$ cat src/rtl/norm_shift_pipe.sv
// Pipelined leading-one normaliser: stage k tries a left shift of 2^(CNT_W-1-k), with valid/ready per stage.
// Define NORM_EXP_ADJ_EN to carry an exponent and produce out_exp / out_uflow.
module norm_shift_pipe #(
  parameter int WIDTH = 24,
  parameter int CNT_W = 5,
  parameter int TAG_W = 4,
  parameter int EXP_W = 10
) (
  input  logic             clk,
  input  logic             rst,
  input  logic             flush,
  input  logic             in_valid,
  output logic             in_ready,
  input  logic [WIDTH-1:0] in_data,
  input  logic [TAG_W-1:0] in_tag,
  output logic             out_valid,
  input  logic             out_ready,
  output logic [WIDTH-1:0] out_data,
  output logic [CNT_W-1:0] out_cnt,
  output logic             out_zero,
  output logic [TAG_W-1:0] out_tag
`ifdef NORM_EXP_ADJ_EN
  ,
  input  logic [EXP_W-1:0] in_exp,
  output logic [EXP_W-1:0] out_exp,
  output logic             out_uflow
`endif
);

  localparam int LAST = CNT_W - 1;

  if (CNT_W != $clog2(WIDTH + 1) || WIDTH < 2 || WIDTH > 64 || EXP_W < 1) begin : g_badParams
    $error("norm_shift_pipe: illegal parameter combination");
  end

  logic             valid_q [CNT_W];
  logic [WIDTH-1:0] data_q  [CNT_W];
  logic [CNT_W-1:0] cnt_q   [CNT_W];
  logic             zero_q  [CNT_W];
  logic [TAG_W-1:0] tag_q   [CNT_W];
`ifdef NORM_EXP_ADJ_EN
  logic [EXP_W-1:0] exp_q   [CNT_W];
`endif

  logic [CNT_W:0] stageLoad;

  // A stage may load when it is empty or its successor is moving on, so bubbles collapse.
  always_comb begin
    stageLoad        = '0;
    stageLoad[CNT_W] = out_ready;
    for (int k = LAST; k >= 0; k--) begin
      stageLoad[k] = !valid_q[k] || stageLoad[k+1];
    end
  end

  assign in_ready = stageLoad[0] || flush;

  for (genvar k = 0; k < CNT_W; k++) begin : g_stage
    localparam int SHIFT = 1 << (LAST - k);
    localparam int TESTW = (SHIFT < WIDTH) ? SHIFT : WIDTH;

    logic             srcValid;
    logic             srcZero;
    logic             doShift;
    logic [WIDTH-1:0] srcData;
    logic [WIDTH-1:0] data_d;
    logic [CNT_W-1:0] srcCnt;
    logic [CNT_W-1:0] cnt_d;
    logic [TAG_W-1:0] srcTag;
`ifdef NORM_EXP_ADJ_EN
    logic [EXP_W-1:0] srcExp;
`endif

    if (k == 0) begin : g_head
      // A zero input starts with the full-width count; every shift is then suppressed.
      assign srcValid = in_valid;
      assign srcData  = in_data;
      assign srcZero  = (in_data == '0);
      assign srcCnt   = srcZero ? CNT_W'(WIDTH) : '0;
      assign srcTag   = in_tag;
`ifdef NORM_EXP_ADJ_EN
      assign srcExp   = in_exp;
`endif
    end else begin : g_body
      assign srcValid = valid_q[k-1];
      assign srcData  = data_q[k-1];
      assign srcZero  = zero_q[k-1];
      assign srcCnt   = cnt_q[k-1];
      assign srcTag   = tag_q[k-1];
`ifdef NORM_EXP_ADJ_EN
      assign srcExp   = exp_q[k-1];
`endif
    end

    assign doShift = !srcZero && (srcData[WIDTH-1 -: TESTW] == '0);
    assign data_d  = doShift ? (srcData << SHIFT) : srcData;
    assign cnt_d   = doShift ? (srcCnt | CNT_W'(SHIFT)) : srcCnt;

    always_ff @(posedge clk or posedge rst) begin
      if (rst) begin
        valid_q[k] <= 1'b0;
        data_q[k]  <= '0;
        cnt_q[k]   <= '0;
        zero_q[k]  <= 1'b0;
        tag_q[k]   <= '0;
`ifdef NORM_EXP_ADJ_EN
        exp_q[k]   <= '0;
`endif
      end else if (flush) begin
        valid_q[k] <= 1'b0;
      end else if (stageLoad[k]) begin
        valid_q[k] <= srcValid;
        if (srcValid) begin
          data_q[k] <= data_d;
          cnt_q[k]  <= cnt_d;
          zero_q[k] <= srcZero;
          tag_q[k]  <= srcTag;
`ifdef NORM_EXP_ADJ_EN
          exp_q[k]  <= srcExp;
`endif
        end
      end
    end
  end

  assign out_valid = valid_q[LAST];
  assign out_data  = data_q[LAST];
  assign out_cnt   = cnt_q[LAST];
  assign out_zero  = zero_q[LAST];
  assign out_tag   = tag_q[LAST];

`ifdef NORM_EXP_ADJ_EN
  localparam int MW = (EXP_W > CNT_W) ? EXP_W : CNT_W;

  // Exponent adjust sits after the last register; it only depends on held values, so it stays stable.
  assign out_exp   = exp_q[LAST] - EXP_W'(cnt_q[LAST]);
  assign out_uflow = zero_q[LAST] || (MW'(cnt_q[LAST]) > MW'(exp_q[LAST]));
`endif

endmodule

$ cat config.mk
export PLATFORM = sky130hd
export DESIGN_NAME = norm_shift_pipe
export DESIGN_NICKNAME = d
export VERILOG_FILES = /design/src/rtl/norm_shift_pipe.sv
export SDC_FILE = /design/constraint.sdc
export NUM_CORES = 1
export LEC_CHECK = 0
export ABC_AREA = 0
export ABC_CLOCK_PERIOD_IN_PS = 13500
export CAP_MARGIN = 20
export CORE_MARGIN = 3
export CORE_UTILIZATION = 55
export DETAILED_ROUTE_END_ITERATION = 8
export PLACE_DENSITY = 0.88
export SLEW_MARGIN = 0
export SYNTH_ARGS = -nofsm -noshare
export SYNTH_HDL_FRONTEND = slang
export SYNTH_SLANG_ARGS = --single-unit
export TNS_END_PERCENT = 50
$ cat constraint.sdc
create_clock -name clk -period 13.5 [get_ports clk]
set_clock_uncertainty 0.2 [all_clocks]
set_input_delay 3.375 -clock clk [delete_from_list [all_inputs] [get_ports clk]]
set_output_delay 3.375 -clock clk [all_outputs]
set_load 0.1 [all_outputs]
=== After elaboration in Yosys (flattened, before gate mapping) ===
Cells that the tools add are included.
Widths: inputs -> output; s select.

* Shift-type cells: 0
* Divide/modulo/power cells: 0
* Eq/ne operators: 0
* Multiply operators: 0
* Add/subtract/negate cells: 0
* Bitwise operators: 2
* Order comparisons: 0
* Mux-type cells: 21
* Reduce and logical (&&, ||, !) cells: 36

{| class="wikitable"
|+ Operator list
! kind !! count
|-
| $mux 24 || 5
|-
| $logic_not 24->1 || 1
|-
| $logic_not 16->1 || 1
|-
| $reduce_and 3->1 || 5
|-
| $mux 1 || 11
|-
| $logic_not 1->1 || 10
|-
| $mux 5 || 2
|-
| $reduce_bool 2->1 || 5
|-
| $logic_not 8->1 || 1
|-
| $logic_or 1x1->1 || 6
|-
| $logic_and 1x1->1 || 5
|-
| $logic_not 4->1 || 1
|-
| $mux 4 || 1
|-
| $mux 3 || 1
|-
| $logic_not 2->1 || 1
|-
| $mux 2 || 1
|-
| $not 1->1 || 2
|}

* Memories: 0
* Output and inout port bits: 36
* Logic and storage cells: 84
* Bits in writable memories: 0
* Bits in registers: 175
* Latch bits: 0
* Memory bits (read-only): 0
* Input bits: 33

=== Depth between registers and ports, before layout ===
Gate-level depths: netlist (run 1).

* Depth after elaboration: 8
* Depth in mapped cells: 7

=== Worst setup path after synthesis (run 1) ===
OpenSTA, ideal clock, no wires.

* Path kind: input-to-output
* Start: in flush
* End: out in_ready
* Path slack: 5.454 ns
* Stages on the path: 3
* Buffers on the path: 1
* Data required time: 9.925 ns
* Data arrival time: 4.471 ns
* Path through: clkbuf_1 > nor2b_1 > nand3_1

* Cells in the longest elaborated chain, start to end: 1

{| class="wikitable"
|+ Ends and longest elaborated chain
! item !! RTL line !! RTL
|-
| start, declared || 11 || <nowiki>input logic flush,</nowiki>
|-
| $logic_or 1x1->1 || 56 || <nowiki>assign in_ready = stageLoad[0] || flush;</nowiki>
|-
| end, declared || 13 || <nowiki>output logic in_ready,</nowiki>
|}

Every way passes these cells.

=== Worst setup path after layout (run 1) ===
* Start: in out_ready
* End: out in_ready

* Cells in the longest elaborated chain, start to end: 6

{| class="wikitable"
|+ Ends and longest elaborated chain
! item !! RTL line !! RTL
|-
| start, declared || 17 || <nowiki>input logic out_ready,</nowiki>
|-
| $logic_or 1x1->1 (5 in series) || 52 || <nowiki>stageLoad[k] = !valid_q[k] || stageLoad[k+1];</nowiki>
|-
| $logic_or 1x1->1 || 56 ||
|}

Every way passes these cells.

==> metrics, run 1 <==
run status finished, final reports clean; biggest area consumer among synthesized cells sky130_fd_sc_hd__dfrtp_1; Fill cells 880; dpl hpwl 9110 um; Avg WL per Cell 15.3 um; Rel. slew slack 28.0%; hold slack 0.264 ns; relative contribution of combinational cells to total power 27.3%; ratio of final minimum period to clock period 67.1%; sequential cell fraction of total power 41.5%; post-synthesis average cell area 10.7 um2; # placed instances 856; TritonRoute pass-1 iters 5; endpoints failing hold 0; overflow left after global routing 0; most used cell, CP sky130_fd_sc_hd__clkdlybuf4s50_1; CP peak stage delay 1.16 ns; Bufs on Longest Clock Path 2; hold buffers post-CTS 0; cell internal pwr 1050 uW; global-route wire length before repair 23,300 um; Clock Power Share 31.2%; WP buf/inv 2; reg2reg setup slack 10.97 ns; Synth top area share 59.4%; fraction of final layout cells sized beyond drive strength 1 11.1%; number of max-cap violations 0; antenna violations before repair 0; Top delay family on crit path buffers and inverters; Core Util, Final 68.9%; critical path required time 9.93 ns; sequential fraction of the synthesis area 59.4%; gp weighted congestion 0.855; post-CTS setup buffers 0; clock-pin slew reported for the worst setup and hold paths after clock tree synthesis 0.06 ns; number of gates resized after CTS 0; static leakage power 0.00389 uW; launch point of the critical path out_ready; Synthesized Nets 684; Hold EP g_stage[2].srcTag[3]; synthesis-stage register bit count 165; Detailed Route Iter0 Violations 461; Inserted Clock Buffers 17; Via-to-Cell Ratio 5.49; final setup violating endpoints 0; root cell of the clock tree sky130_fd_sc_hd__clkbuf_16; die height 118 um; post-route ant nets 0; critical setup path kind primary input to primary output; number of inserted diodes 0; critical path endpoint category primary output; FMAX 110 MHz; ranking of synthesized cells by area sky130_fd_sc_hd__dfrtp_1 59%, sky130_fd_sc_hd__mux2i_1 9.5%, sky130_fd_sc_hd__nand2_1 6.1%; power per cell area 193 nW/um2; Area growth syn-to-layout 20.9%; Core Footprint 12,200 um2; # DRC 0; critical path launch point type primary input; PortBufs 68; net count reported at finish 741; Hold Path Depth 2; area of the mapped netlist 6960 um2; gate count of the mapped netlist 651; CTS tree done; Hold Crit Class register to register; unrepaired setup endpoints after global routing no; Distinct cells, synth 37; number of standard cells in the layout, taps in and fillers out 889; Slowest cell on crit path sky130_fd_sc_hd__clkdlybuf4s50_1; placed instance area 7770 um2; setup TNS 0 ns; overall routing resource usage 20.3%; max-slew violation count 0; beginning of the worst hold path g_stage[1].srcTag[3]; routed vias 4,878; capture point of the worst reg-to-reg path g_stage[2].srcData[4]; row cnt 40; Top-Level Pins 69; Arrival @ worst endpoint 5.48 ns; Worst Path Max Fanout 6; R2R Path Start g_stage[1].srcData[17]; Sinks on Clock Net 165; CTS H-tree lvls 4; actual slew at the worst max-slew pin 1.08 ns; Clock Latency Late Sink 0.42 ns; Die ar. 14,000 um2; via count of the first global-routing pass 4,815; net switching power 573 uW; largest net degree at the start of global routing 86; switching portion of total power 35.4%; Initial Utilization 57.0%; minimum period implied by the final worst setup slack 9.05 ns; cell area after layout 8410 um2; overall die width 118 um; Total Routed Length 13,600 um; Yosys warning count 0; worst supply voltage drop on vdd 0.0947 mV; Worst Reg-to-Reg Cells 4; cell chain of the critical path clkdlybuf4s50_1, and4b_1, nand3_1, clkdlybuf4s50_1
==> power groups by stage <==
stage               Sequential [uW]  Clock, uW  Combinational, uW
floorplan                       838          0                167
global placement                672          0                430
detailed placement              680          0                441
CTS                             673        508                446
global route                    686        530                475
finish                          673        505                443
==> tightest hold or removal path: cells and delay by family, from the launching register on <==
family,cells,cell delay [ns]
simple gates,2,0.10
flops,1,0.34
==> synthesized netlist by cell type (all sizes together) <==
cell	n
a211o	1
a21boi	1
a21oi	65
a22o	12
a31o	1
a31oi	9
and2	1
and4b	1
buf	9
clkbuf	30
dfrtp	165
inv	13
mux2	27
mux2i	66
nand2	113
nand2b	1
nand3	1
nand3b	1
nand4	1
nand4b	1
nor2	59
nor2b	2
nor3	2
nor3b	1
nor4	2
o21ai	49
o31ai	8
or3	2
or4	7
==> worst max path at each step <==
| stage | end | slack, ns | cells after the start |
|---|---|---|---|
| 3_3_place_gp | in_ready | 4.48 | 4 |
| 3_5_place_dp | in_ready | 4.45 | 4 |
| 6_report | in_ready | 4.45 | 4 |
| 5_1_grt | in_ready | 4.37 | 4 |
| 4_1_cts | in_ready | 4.43 | 4 |
| 2_1_floorplan | in_ready | 5.45 | 3 |
==> logic make-up after synthesis <==
| family | after synthesis | share of synthesized area (%) |
|---|---|---|
| buffers and inverters | 52 | 3.09 |
| and+or+nand+nor | 195 | 11.8 |
| DFF | 165 | 59.4 |
| AOI/OAI and AO/OA | 146 | 11.9 |
| muxes | 93 | 13.9 |
==> final cells by class <==
class	instances	area, um2	area share (%)
Clock buffer	21	480	5.71
Clock inverter	11	148	1.75
Tap cell	168	210	2.50
Multi-Input combinational cell	434	2630	31.3
Timing Repair Buffer	77	759	9.03
Inverter	13	53.8	0.640
Sequential cell	165	4130	49.1
==> cells in the final DEF (no fill, tap or decap), drive strengths merged, types with 4 or more instances in the layout <==
cell type	synthesis	layout
dfrtp	165	165
clkinvlp	0	4
or4	7	7
nand2	113	113
a31oi	9	9
clkbuf	30	21
mux2i	66	66
o21ai	49	49
clkdlybuf4s50	0	68
buf	9	9
mux2	27	27
nor2	59	59
o31ai	8	8
a21oi	65	65
a22o	12	12
inv	13	14
==> state kept, by name (all words and copies together) (netlist names), 3 cells and up <==
signal and cells:
g_stage.srcCnt 11, g_stage.srcData 96, g_stage.srcTag 16, g_stage.srcValid 4
g_stage.srcZero 3, out_cnt 5, out_data 24, out_tag 4
==> metrics by stage <==
stage                     total power, uW  setup slack (ns)
after floorplan                      1000              5.45
after global placement               1100              4.48
after detailed placement             1120              4.45
after CTS                            1630              4.43
after global routing                 1690              4.37
final                                1620              4.45
==> layer usage <==
| layer | GRT usage (%) | vias to the layer above | wire (um) |
|---|---|---|---|
| met5 | 0 | - | 0 |
| met4 | 6.15 | 0 | 224 |
| met3 | 4.59 | 22 | 618 |
| met2 | 34.7 | 150 | 6770 |
| met1 | 26.0 | 2340 | 5980 |
| li1 | - | 2366 | - |
(Power assumes the default switching activity.)
==> run 2, diff against run 1 <==
--- a/config.mk
+++ b/config.mk
@@ -6,12 +6,12 @@
 export NUM_CORES = 1
 export LEC_CHECK = 0
 export ABC_AREA = 0
-export ABC_CLOCK_PERIOD_IN_PS = 13500
+export ABC_CLOCK_PERIOD_IN_PS = 8000
 export CAP_MARGIN = 20
 export CORE_MARGIN = 3
-export CORE_UTILIZATION = 55
+export CORE_UTILIZATION = 51
 export DETAILED_ROUTE_END_ITERATION = 8
-export PLACE_DENSITY = 0.88
+export PLACE_DENSITY = 0.86
 export SLEW_MARGIN = 0
 export SYNTH_ARGS = -nofsm -noshare
 export SYNTH_HDL_FRONTEND = slang
==> constraint.sdc (replaced) <==
create_clock -name clk -period 8 [get_ports clk]
set_clock_uncertainty 0.2 [all_clocks]
set_input_delay 2 -clock clk [delete_from_list [all_inputs] [get_ports clk]]
set_output_delay 2 -clock clk [all_outputs]
set_load 0.1 [all_outputs]
==> metrics, run 2 (synthesis results as in run 1) <==
ratio of final minimum period to clock period 78.7%; Bufs on Longest Clock Path 2 (unchanged); unrepaired setup endpoints after global routing no; Top delay family on crit path buffers and inverters; net count reported at finish 741 (unchanged); Sinks on Clock Net 165 (unchanged); final setup violating endpoints 0 (unchanged); WP buf/inv 2 (unchanged); largest net degree at the start of global routing 100 (+16%); Arrival @ worst endpoint 4.10 ns (-1.38 ns); FMAX 159 MHz; Core Footprint 13,300 um2 (+8.9%); actual slew at the worst max-slew pin 1.07 ns (-0.0113 ns); R2R Path Start g_stage[1].srcData[18]; Inserted Clock Buffers 17 (unchanged); hold slack 0.279 ns (+0.0147 ns); hold buffers post-CTS 0 (unchanged); critical path required time 5.80 ns (-4.13 ns); Top-Level Pins 69 (unchanged); multi-input logic area 2630 um2 (unchanged); overflow left after global routing 0 (unchanged); die height 123 um (+3.7%); Via-to-Cell Ratio 5.45 (-0.63%); Total Routed Length 13,200 um (-2.9%); most used cell, CP sky130_fd_sc_hd__clkdlybuf4s50_1; FF/Latch Area 4130 um2 (unchanged); row cnt 42 (+5.0%); power per cell area 313 nW/um2 (+62%); beginning of the worst hold path g_stage[2].srcTag[2]; Area growth syn-to-layout 20.1%; Die ar. 15,100 um2 (+7.4%); clock-pin slew reported for the worst setup and hold paths after clock tree synthesis 0.06 ns (about the same); Clock Latency Late Sink 0.42 ns (about the same); gp weighted congestion 0.872 (+2.0%); # DRC 0 (unchanged); Detailed Route Iter0 Violations 333 (-28%); overall routing resource usage 19.1% (-1.2 points); critical setup path kind primary input to primary output; Slowest cell on crit path sky130_fd_sc_hd__clkdlybuf4s50_1; number of max-cap violations 0 (unchanged); flip-flop count of the largest register, all copies and words added 96 (unchanged); sum of internal, switching and leakage power 2610 uW (+61%); Avg WL per Cell 14.7 um (-3.7%); crit path setup slack, layout 1.70 ns (-2.74 ns); CTS tree done; global-route wire length before repair 22,800 um (-2.3%); setup TNS 0 ns (unchanged); Initial Utilization 52.3% (-4.6 points); max-slew violation count 0 (unchanged); critical path launch point type primary input; launch point of the critical path out_ready; dpl hpwl 9200 um (+0.96%); critical path endpoint category primary output; number of gates resized after CTS 0 (unchanged); PortBufs 68 (unchanged); post-CTS setup buffers 0 (unchanged); number of inserted diodes 0 (unchanged); Worst Path Max Fanout 6 (unchanged); cell chain of the critical path clkdlybuf4s50_1, and4b_1, nand3_1, clkdlybuf4s50_1; Fill cells 1,018 (+16%); post-route ant nets 0 (unchanged); via count of the first global-routing pass 4,818 (+0.062%); endpoints failing hold 0 (unchanged); fraction of final layout cells sized beyond drive strength 1 11.1% (unchanged); most common cell after layout, fill and taps aside sky130_fd_sc_hd__dfrtp_1; antenna violations before repair 0 (unchanged); overall die width 123 um (+3.7%); Rel. slew slack 28.7% (+0.75 points); minimum setup slack after placement 1.72 ns (-2.73 ns); commonest cells after routing, fill and taps aside 165 x sky130_fd_sc_hd__dfrtp_1, 113 x sky130_fd_sc_hd__nand2_1, 68 x sky130_fd_sc_hd__clkdlybuf4s50_1; static leakage power 0.00384 uW (-1.2%); root cell of the clock tree sky130_fd_sc_hd__clkbuf_16; routed vias 4,891 (+0.27%); CTS H-tree lvls 4 (unchanged); CP peak stage delay 1.16 ns (about the same); Hold Crit Class register to register; TritonRoute pass-1 iters 6 (+1); run status finished, final reports clean; minimum period implied by the final worst setup slack 6.30 ns; worst supply voltage drop on vdd 0.138 mV (+46%)
==> run 2: routing by layer <==
| metal | up-vias | routed length [um] | GRT usage [%] |
|---|---|---|---|
| met1 | 2357 | 5850 | 25.3 |
| li1 | 2385 | - | - |
| met2 | 136 | 6560 | 31.0 |
| met3 | 13 | 635 | 4.47 |
| met4 | 0 | 158 | 7.14 |
| met5 | - | 0 | 0 |
==> run 2: area by class of cell <==
cell class	instances	area share (%)
sequential	165	49.4
multi-input combinational	434	31.5
timing repair buffer	77	9.29
clock buffer	18	5.26
tap	176	2.64
clock inverter	14	1.23
inverter	13	0.644
==> run 2: through the flow <==
stage               std cells  util [%]  instance area [um2]
floorplan                 651         -                 6960
global placement          863      58.4                 7770
detailed placement        864      58.5                 7780
CTS                       896      62.6                 8330
global route              897      62.8                 8350
finish                    897      62.8                 8350
==> run 2: worst paths after layout <==
| check | cells past startpoint | end | slack [ns] |
|---|---|---|---|
| min in group asynchronous | 2 | out_data[2] | 1.93 |
| max in group asynchronous | 3 | g_stage[2].srcData[23] | 4.34 |
| worst min register to register | 2 | g_stage[2].srcTag[2] | 0.28 |
| worst max-delay path | 4 | in_ready | 1.70 |
| worst min-delay path | 2 | g_stage[2].srcTag[2] | 0.28 |
| worst max register to register | 4 | g_stage[2].srcData[2] | 5.47 |
==> run 2: worst reg2reg max path: cells and delay by family, from the launching register on <==
kind | cells | cell delay [ns]
simple gates | 3 | 1.52
flops | 1 | 0.41
compound gates | 1 | 0.28
==> run 2: power breakdown <==
group	internal, uW	switching [uW]
combinational	240	510
sequential	1000	126
clock	405	325
total	1650	962
==> run 3, diff against run 2 <==
--- a/config.mk
+++ b/config.mk
@@ -6,12 +6,12 @@
 export NUM_CORES = 1
 export LEC_CHECK = 0
 export ABC_AREA = 0
-export ABC_CLOCK_PERIOD_IN_PS = 8000
+export ABC_CLOCK_PERIOD_IN_PS = 6400
 export CAP_MARGIN = 20
 export CORE_MARGIN = 3
-export CORE_UTILIZATION = 51
+export CORE_UTILIZATION = 55
 export DETAILED_ROUTE_END_ITERATION = 8
-export PLACE_DENSITY = 0.86
+export PLACE_DENSITY = 0.88
 export SLEW_MARGIN = 0
 export SYNTH_ARGS = -nofsm -noshare
 export SYNTH_HDL_FRONTEND = slang
==> constraint.sdc (replaced) <==
create_clock -name clk -period 6.4 [get_ports clk]
set_clock_uncertainty 0.2 [all_clocks]
set_input_delay 1.6 -clock clk [delete_from_list [all_inputs] [get_ports clk]]
set_output_delay 1.6 -clock clk [all_outputs]
set_load 0.1 [all_outputs]
==> metrics, run 3 (synthesis results as in run 1) <==
Bufs on Longest Clock Path 2 (unchanged); global-route wire length before repair 23,700 um (+3.9%); critical path endpoint category primary output; root cell of the clock tree sky130_fd_sc_hd__clkbuf_16; FMAX 212 MHz; overall routing resource usage 20.7% (+1.5 points); CTS tree done; max-slew violation count 0 (unchanged); routed vias 4,953 (+1.3%); Top delay family on crit path buffers and inverters; Inserted Clock Buffers 17 (unchanged); die height 118 um (-3.5%); number of standard cells in the layout, taps in and fillers out 891 (-0.67%); minimum period implied by the final worst setup slack 4.71 ns; Top-Level Pins 69 (unchanged); dpl hpwl 9310 um (+1.1%); power per cell area 401 nW/um2 (+28%); multi-input logic area 2630 um2 (unchanged); Sinks on Clock Net 165 (unchanged); Core Footprint 12,200 um2 (-8.2%); clock-pin slew reported for the worst setup and hold paths after clock tree synthesis 0.06 ns (about the same); overall die width 118 um (-3.5%); hold buffers post-CTS 0 (unchanged); critical path launch point type primary input; number of inserted diodes 0 (unchanged); largest net degree at the start of global routing 119 (+19%); Via-to-Cell Ratio 5.56 (+1.9%); overflow left after global routing 0 (unchanged); Avg WL per Cell 15.6 um (+5.8%); Hold Crit Class register to register; post-route ant nets 0 (unchanged); final setup violating endpoints 0 (unchanged); Arrival @ worst endpoint 2.91 ns (-1.19 ns); TritonRoute pass-1 iters 5 (-1); critical setup path kind primary input to primary output; run status finished, final reports clean; commonest cells after routing, fill and taps aside 165 x sky130_fd_sc_hd__dfrtp_1, 113 x sky130_fd_sc_hd__nand2_1, 67 x sky130_fd_sc_hd__clkdlybuf4s50_1; net count reported at finish 743 (+0.27%); Area growth syn-to-layout 21.1%; PortBufs 68 (unchanged); most common cell after layout, fill and taps aside sky130_fd_sc_hd__dfrtp_1; post-CTS setup buffers 0 (unchanged); actual slew at the worst max-slew pin 0.975 ns (-0.0935 ns); critical path required time 4.60 ns (-1.20 ns); Fill cells 864 (-15%); worst supply voltage drop on vdd 0.180 mV (+30%); Slowest cell on crit path sky130_fd_sc_hd__clkdlybuf4s50_1; Initial Utilization 57.0% (+4.6 points); ratio of final minimum period to clock period 73.7%; Clock Latency Late Sink 0.42 ns (about the same); Worst Path Max Fanout 6 (unchanged); CP peak stage delay 0.46 ns (-0.70 ns); gp weighted congestion 0.877 (+0.50%); unrepaired setup endpoints after global routing no; setup TNS 0 ns (unchanged); FF/Latch Area 4130 um2 (unchanged); # DRC 0 (unchanged); CTS H-tree lvls 4 (unchanged); Die ar. 14,000 um2 (-6.9%); via count of the first global-routing pass 4,953 (+2.8%); fraction of final layout cells sized beyond drive strength 1 11.1% (-0.031 points); WP buf/inv 2 (unchanged); endpoints failing hold 0 (unchanged); number of gates resized after CTS 0 (unchanged); Detailed Route Iter0 Violations 429 (+29%); number of max-cap violations 0 (unchanged); cell chain of the critical path clkdlybuf4s50_1, and4b_1, nand3_1, buf_4; # placed instances 856 (-0.93%); Rel. slew slack 34.8% (+6.0 points); row cnt 40 (-4.8%); flip-flop count of the largest register, all copies and words added 96 (unchanged); Total Routed Length 13,900 um (+5.1%); static leakage power 0.00390 uW (+1.5%); antenna violations before repair 0 (unchanged)
[run 3: cell count changes in the layout (fill, tap and decap cells not counted), sizes merged]
cell	change
clkdlybuf4s50	-1
clkbuf	+4
clkinvlp	-6
bufinv	+2
buf	+3
[run 3: final cells by class]
type                            instances  area share, %
Clock buffer                           22           5.51
Clock inverter                         10           1.44
Inverter                               13          0.639
Multi-Input combinational cell        434           31.3
Sequential cell                       165           49.0
Tap cell                              168           2.50
Timing Repair Buffer                   79           9.64
[run 3: report_power, final]
| part | total, uW | internal (uW) | switching, uW |
|---|---|---|---|
| Sequential | 1420 | 1260 | 161 |
| Combinational | 956 | 308 | 648 |
| Clock | 1000 | 599 | 404 |
| Total | 3380 | 2160 | 1210 |
[run 3: metrics by stage]
stage	area [um2]	utilization (%)	total power (uW)	hold WS [ns]	worst slack [ns]
floorplan	6960	-	2120	0.232	0.138
global placement	7760	63.5	2320	0.253	1.78
detailed placement	7770	63.6	2370	0.258	1.74
CTS	8350	68.4	3380	0.278	1.69
global route	8420	69.0	3530	0.311	1.62
finish	8420	69.0	3380	0.275	1.69
[run 3: worst paths after layout]
kind | end | slack (ns) | cells past startpoint | from
min reg2reg | g_stage[2].srcTag[1] | 0.28 | 2 | g_stage[1].srcTag[1]
max | in_ready | 1.69 | 4 | out_ready
min in group asynchronous | out_cnt[0] | 1.40 | 2 | rst
max in group asynchronous | g_stage[1].srcData[23] | 3.61 | 3 | rst
min | g_stage[2].srcTag[1] | 0.28 | 2 | g_stage[1].srcTag[1]
max reg2reg | g_stage[2].srcData[7] | 3.87 | 4 | g_stage[1].srcData[17]
[run 3: per-layer routing]
layer | part of all wire (%) | wire, um | global-route usage, %
met4 | 1.2 | 171 | 6.66
met2 | 50 | 6920 | 34.7
met5 | 0 | 0 | 0
met3 | 4.9 | 675 | 4.88
met1 | 44 | 6110 | 26.7
[run 3: worst min-delay path: stages, from the launching register on]
cell	delay, ns
sky130_fd_sc_hd__dfrtp_1	0.34
sky130_fd_sc_hd__nand2_1	0.05
sky130_fd_sc_hd__nand2_1	0.05
